File: src/rtl/fir_seq_ctrl.sv
// Time-multiplexed ternary-input FIR: one shared add/subtract tap datapath steps
// through all coefficients, one tap per enabled cycle, for each accepted sample.
module fir_seq_ctrl #(
    parameter int N_TAPS = 16,
    parameter int COEF_W = 9,
    parameter int ACC_W  = 9,
    parameter int AW     = $clog2(N_TAPS)
) (
    input  logic              clk,
    input  logic              rst,
    input  logic              clk_en,
    input  logic [1:0]        x,
    input  logic              x_valid,
    output logic              x_ready,
    input  logic              coef_we,
    input  logic [AW-1:0]     coef_addr,
    input  logic [COEF_W-1:0] coef_wdata,
    output logic [ACC_W-1:0]  y,
    output logic              y_valid,
    output logic              busy
);

    typedef enum logic {IDLE, RUN} state_e;

    state_e                   state_q, state_d;
    logic [AW-1:0]            idx_q, idx_d;
    logic signed [ACC_W-1:0]  acc_q, acc_d;
    logic signed [ACC_W-1:0]  y_q, y_d;
    logic                     y_valid_q, y_valid_d;
    logic [1:0]               hist_q [N_TAPS];
    logic signed [COEF_W-1:0] coef_q [N_TAPS];

    logic signed [ACC_W-1:0]  term_w;
    logic                     accept;
    logic                     coef_wr;
    logic                     last_tap;

    // Ternary tap: +c, -c or 0; coefficient sign-extended (or truncated) to ACC_W.
    function automatic logic signed [ACC_W-1:0] tap_term(
        input logic [1:0]               s,
        input logic signed [COEF_W-1:0] c
    );
        logic signed [ACC_W-1:0] ce;
        ce = ACC_W'(c);
        case (s)
            2'b01:   return ce;
            2'b11:   return -ce;
            default: return '0;
        endcase
    endfunction

    assign term_w   = tap_term(hist_q[idx_q], coef_q[idx_q]);
    assign last_tap = (idx_q == AW'(N_TAPS - 1));
    assign accept   = (state_q == IDLE) && clk_en && x_valid;
    assign coef_wr  = coef_we && clk_en && (state_q == IDLE) && (int'(coef_addr) < N_TAPS);

    always_comb begin
        state_d   = state_q;
        idx_d     = idx_q;
        acc_d     = acc_q;
        y_d       = y_q;
        y_valid_d = 1'b0;
        case (state_q)
            IDLE: begin
                if (accept) begin
                    state_d = RUN;
                    idx_d   = '0;
                    acc_d   = '0;
                end
            end
            RUN: begin
                if (clk_en) begin
                    acc_d = acc_q + term_w;
                    idx_d = idx_q + AW'(1);
                    if (last_tap) begin
                        state_d   = IDLE;
                        idx_d     = '0;
                        y_d       = acc_q + term_w;
                        y_valid_d = 1'b1;
                    end
                end
            end
            default: state_d = IDLE;
        endcase
    end

    always_ff @(posedge clk) begin
        if (rst) begin
            state_q   <= IDLE;
            idx_q     <= '0;
            acc_q     <= '0;
            y_q       <= '0;
            y_valid_q <= 1'b0;
            for (int k = 0; k < N_TAPS; k++) begin
                hist_q[k] <= 2'b00;
                coef_q[k] <= '0;
            end
        end else begin
            state_q   <= state_d;
            idx_q     <= idx_d;
            acc_q     <= acc_d;
            y_q       <= y_d;
            y_valid_q <= y_valid_d;
            if (accept) begin
                hist_q[0] <= x;
                for (int k = 1; k < N_TAPS; k++) begin
                    hist_q[k] <= hist_q[k-1];
                end
            end
            // A write on the accept edge lands before the first tap reads it.
            if (coef_wr) begin
                coef_q[coef_addr] <= $signed(coef_wdata);
            end
        end
    end

    assign x_ready = (state_q == IDLE) && clk_en;
    assign busy    = (state_q == RUN);
    assign y       = y_q;
    assign y_valid = y_valid_q;

endmodule

File: config.mk
export PLATFORM = sky130hd
export DESIGN_NAME = fir_seq_ctrl
export DESIGN_NICKNAME = d
export VERILOG_FILES = /design/src/rtl/fir_seq_ctrl.sv
export SDC_FILE = /design/constraint.sdc
export NUM_CORES = 1
export LEC_CHECK = 0
export ABC_AREA = 1
export BUFFER_PORTS_ARGS = -buffer_cell sky130_fd_sc_hd__buf_2
export CAP_MARGIN = 10
export CORE_ASPECT_RATIO = 2
export CORE_MARGIN = 5
export CORE_UTILIZATION = 56
export DETAILED_ROUTE_END_ITERATION = 7
export PLACE_DENSITY = 0.73
export SLEW_MARGIN = 20
export SYNTH_ARGS = -nofsm -noshare
export SYNTH_HDL_FRONTEND = slang
export SYNTH_SLANG_ARGS = --single-unit
File: constraint.sdc
create_clock -name clk -period 4.2 [get_ports clk]
set_input_delay 0.84 -clock clk [delete_from_list [all_inputs] [get_ports clk]]
set_output_delay 0.84 -clock clk [all_outputs]
set_load 0.05 [all_outputs]
# --- Yosys cells after proc, flatten, opt, wreduce, memory -nomap -nowiden ---
# Memories as Yosys holds them, arrays and structs flattened. A register that Yosys moved wholly into a read port is not among the register bits.
# Cells that the tools add are included.
totals:
  reg_bits: 24
  latchBits: 0
  mem_bits_rw: 176
  romBits: 0
  out_inout_bits: 12
  word_cells: 84
  mem_count: 2
classes:
  n_addsub: 3
  mul: 0
  div: 0
  n_lt_le_gt_ge: 0
  eq_ne: 5
  n_shift: 0
  n_mux: 43
  n_bitwise: 18
  n_reduce_logical: 8
mem_list:
  columns: ["memory", "depth", "width", "read_ports", "rd_clocked_by_memory_dff", "write_ports", "line", "source"]
  rows:
  - ["coef_q", 16, 9, 1, 1, 16, "31", "logic signed [COEF_W-1:0] coef_q [N_TAPS];"]
  - ["hist_q", 16, 2, 16, 1, 16, "30", "logic [1:0] hist_q [N_TAPS];"]
op_table:
  columns: ["operator", "count"]
  rows:
  - ["$pmux 9 s2", 2]
  - ["$mux 2", 16]
  - ["$mux 4", 8]
  - ["$mux 9", 3]
  - ["$or 1x1->1", 16]
  - ["$mux 1", 12]
  - ["$add 9x9->9", 1]
  - ["$neg 9->9", 1]
  - ["$reduce_or 9->1", 1]
  - ["$pmux 4 s2", 1]
  - ["$add 4x1->4 const B", 1]
  - ["$eq 4x4->1 const B", 1]
  - ["$logic_and 1x1->1", 4]
  - ["$ne 2x2->1 const B", 2]
  - ["$reduce_and 3->1", 1]
  - ["$reduce_or 3->1", 1]
  - ["$eq 2x1->1 const B", 1]
  - ["$eq 2x2->1 const B", 1]
  - ["$not 1->1", 2]
  - ["$pmux 1 s2", 1]
  - ["$reduce_and 2->1", 1]

# --- Longest topological paths before layout ---
depth:
  word_depth: 7
  ltp_mapped: 26

# --- Least setup slack after synthesis ---
# No wires, ideal clock.
synth_timing:
  kind: "register to register"
  startpoint: "register (tool-made name)"
  endpoint: "register y_q[8], in the netlist y[8]"
  setup_ns: 0.123
  t_arrival_ns: 3.146
  required_time_ns: 4.077
  setup_slack_ns: 0.931
  stages_incl_launch_ff: 26
  period_less_slack_ns: 3.269
  cell_sequence: "dfxtp_1 -> buf_6 -> inv_4 -> buf_6 -> buf_6 -> o21ai_0 -> o221ai_1 -> o211ai_1 -> nand2_1 -> inv_1 -> ha_1 -> nand3_1 -> nor2_2 -> inv_1 -> o31ai_2 -> o21ai_0 -> a21oi_1 -> ha_1 -> nand2_1 -> o21a_1 -> o41ai_1 -> or2_2 -> nand2_1 -> nand3_1 -> nand4_1 -> a21oi_1"
synth_rtl:
  columns: ["element", "line", "source"]
  rows:
  - ["end signal: assignment", "102", "y_q <= y_d;"]
  - ["end: declaration", "28", "logic signed [ACC_W-1:0] y_q, y_d;"]

==> reports/qor.txt <==
Fin. max-slew vios - 0
Clk pwr share - 0.420
Gate power share - 0.074
Setup violations, final - 0
Synthesized net count - 1106
CP cell instances - inv_2, buf_4, o21ai_0, o221ai_1, nand3_1, nand2_1, inv_2, ha_1, nand3_1, nor2_2, inv_1, nand2_1, o21ai_0, a21oi_1, ha_1, inv_1, o41ai_1, or2_2, nand2_1, nand3_1, nand4_1, a21oi_1
Filler cells - 1544
Final min period - 3760 ps
RSZ-0062 raised after global routing - true
Placed insts - 1285
Met3 usage - 0.0259
Ys async rst share - 0
Leakage - 4.52 nW
Critical path's slowest cell - o41ai_1
Post-CTS Setup Inserts - 0
CTS root buf - clkbuf_16
Synth cell types - 39
Largest net degree at the start of global routing - 97
Synth Area per Inst - 9.07 um2
CP Data Arrival Time - 4180 ps
Cts-stage hold buffer count - 0
Busiest grt layer - met2
Switching power - 1.04 mW
Seq pwr share - 0.506
Post-Syn Area - 9750 um2
Clock Sinks - 204
Dpl hpwl - 16000 um
Layout Area Growth over Synthesis - 9.96%
Number of flops mapped to enable cells by yosys - 176
Routed WL per cell - 17.5 um
Final Util - 0.624
Top FF cell, synth - edfxtp_1
Ys Warns - 0
Outcome - finished clean
Internal - 3.53 mW
Routed vias/inst - 5.52
Crit share post-route - 0.895
Layout cells sized above 1 - 0.0856
ANT nets after route - 0
Initial Util - 0.567
Clock transition at the registers of the reported paths - 60 ps
Final hold slack - 462 ps
VDD IR max - 0.359 mV
Total Routed Length - 23100 um
Setup TNS - 0 ps
Initial DRT Pass Iterations - 4
Post-route cell area - 10700 um2
Core Rows - 68
Max Clk Rate - 0.266 GHz
Hold Crit Class - reg -> reg
Crit end category - flip-flop
Total global-route track usage - 0.237
Placement-stage cell area - 10000 um2
Initial antenna violation count - 0
Vias in the first global route - 7450
Worst-case clock buffer depth - 3
M2 GR Usage - 0.434
Layout Skew - 19.4 ps
Cell Count, Final, Fillers Out - 1320
ANT cells - 0
Slowest Stage Delay on Critical Path - 400 ps
DRC - 0
Clk_lat worst skew - 500 ps
First-pass GRT wire length - 37300 um
Cts bufs inserted - 20
PD cells - 426 nW/um2
Total number of vias - 7290
IO buf count - 31
Sw frac - 0.227
Met1 usage - 0.262
CP max FO - 25
Crit path launch type - flip-flop
Die Area - 20300 um2
I/O pin cnt - 32
Worst EP required - 4620 ps
Die Ht - 197 um
Cells after Synth - 1075
CTS tree - done
Core area - 17200 um2
Slew headroom - 0.452
Die W - 103 um
Nets - 1128
Gpl congestion - 0.882
Post-cts resize count - 0
Drt initial violations - 478
Max_cap viols - 0
CP Buf/Inv Count - 5
Worst Setup Path Type - reg -> reg
H-tree depth - 1
Slew @ Worst Pin - 821 ps
Register area share after synthesis - 0.600
Gr ovfl total - 0
CP top delay family - compound AO/OA/AOI/OAI gates
Hold Fails Final Rpt - 0
#FFs+latches synth - 204
-- per-layer routing --
layer,part of all wire,vias to the layer above,wire length [um]
li1,-,3563,-
met1,0.36,3425,8350
met2,0.54,225,12500
met3,0.043,77,1000
met4,0.055,0,1260
met5,0,-,0
-- cell usage in the layout, fill, tap and decap left out, types with 2 or more instances in the layout --
cell type | Yosys | routed
dfxtp_1 | 28 | 27
nor2_1 | 234 | 234
clkbuf_1 | 22 | 4
nand2_1 | 214 | 214
nand4_1 | 2 | 2
o21ai_0 | 42 | 42
buf_2 | 15 | 31
nand3_1 | 88 | 88
inv_2 | 2 | 2
xor2_1 | 3 | 3
inv_1 | 117 | 117
clkbuf_16 | 0 | 21
clkinv_1 | 1 | 4
bufinv_16 | 0 | 4
a21oi_1 | 51 | 51
xnor2_1 | 2 | 2
buf_4 | 3 | 20
o221ai_1 | 6 | 6
nor3_1 | 6 | 6
nor2_2 | 2 | 2
o211ai_1 | 8 | 8
nand2_2 | 3 | 3
ha_1 | 10 | 10
o21ai_1 | 14 | 14
edfxtp_1 | 176 | 176
-- cell type report --
type	count	area (um2)	area share
clock inverters	10	153	0.0142
flip-flops and latches	204	5850	0.545
repair buffers	53	337	0.0314
well taps	210	263	0.0245
clock buffers	25	541	0.0504
multi-input cells	697	3130	0.292
inverters	121	457	0.0426
-- cells in the mapped netlist (8+ instances only) --
master / instances / area share
dfxtp_1: 28 / 0.057
edfxtp_1: 176 / 0.54
o211ai_1: 8 / 0.0062
o21ai_0: 42 / 0.022
nand3_1: 88 / 0.045
o21ai_1: 14 / 0.0072
a21oi_1: 51 / 0.026
nand2_1: 214 / 0.082
buf_2: 15 / 0.0077
buf_6: 11 / 0.013
clkbuf_1: 22 / 0.0085
ha_1: 10 / 0.013
nor2_1: 234 / 0.090
inv_1: 117 / 0.045
-- logic make-up (layout without fill, tap and decap cells) --
group           Yosys count  count (layout)  synth area share
simple gates            554             554             0.229
compound gates          127             127            0.0720
flops                   204             204             0.600
buf+inv                 174             209            0.0799
fa+ha+maj                11              11            0.0149
xor+xnor                  5               5           0.00449
-- metrics by stage --
| step | power (mW) | setup slack, ps |
|---|---|---|
| 3_3_place_gp | 2.68 | 575 |
| 6_report | 4.56 | 440 |
| 2_1_floorplan | 2.59 | 931 |
| 3_5_place_dp | 2.69 | 488 |
| 4_1_cts | 4.58 | 469 |
| 5_1_grt | 4.71 | -7.99 |
-- state kept, by name (all words and copies together) (netlist names), named ones only --
signal and cells:
y 9, acc_q 9, busy 1, coef_q 144, idx_q 4, y_valid 1, hist_q 32
-- tightest hold or removal path: cells and delay by family, from the launching register on --
family	cells	cell delay, ps
AND/OR/NAND/NOR	1	60
flip-flops	1	310
AO/OA/AOI/OAI	1	50
-- power by group through the flow --
stage / combinational (mW) / sequential, mW / clock, mW
after floorplan: 0.245 / 2.34 / 0
after global placement: 0.330 / 2.35 / 0
after detailed placement: 0.336 / 2.35 / 0
after CTS: 0.338 / 2.31 / 1.94
after global routing: 0.378 / 2.32 / 2.01
final: 0.337 / 2.31 / 1.92
-- path summary, 6_finish.rpt --
path,startpoint,depth (start not counted),slack (ps),to
setup / recovery,flip-flop,22,440,y[8]
hold / removal,y[5],2,460,y[5]
setup reg to reg,flip-flop,22,440,y[8]
hold reg to reg,y[5],2,460,y[5]
(Power assumes the default switching activity.)
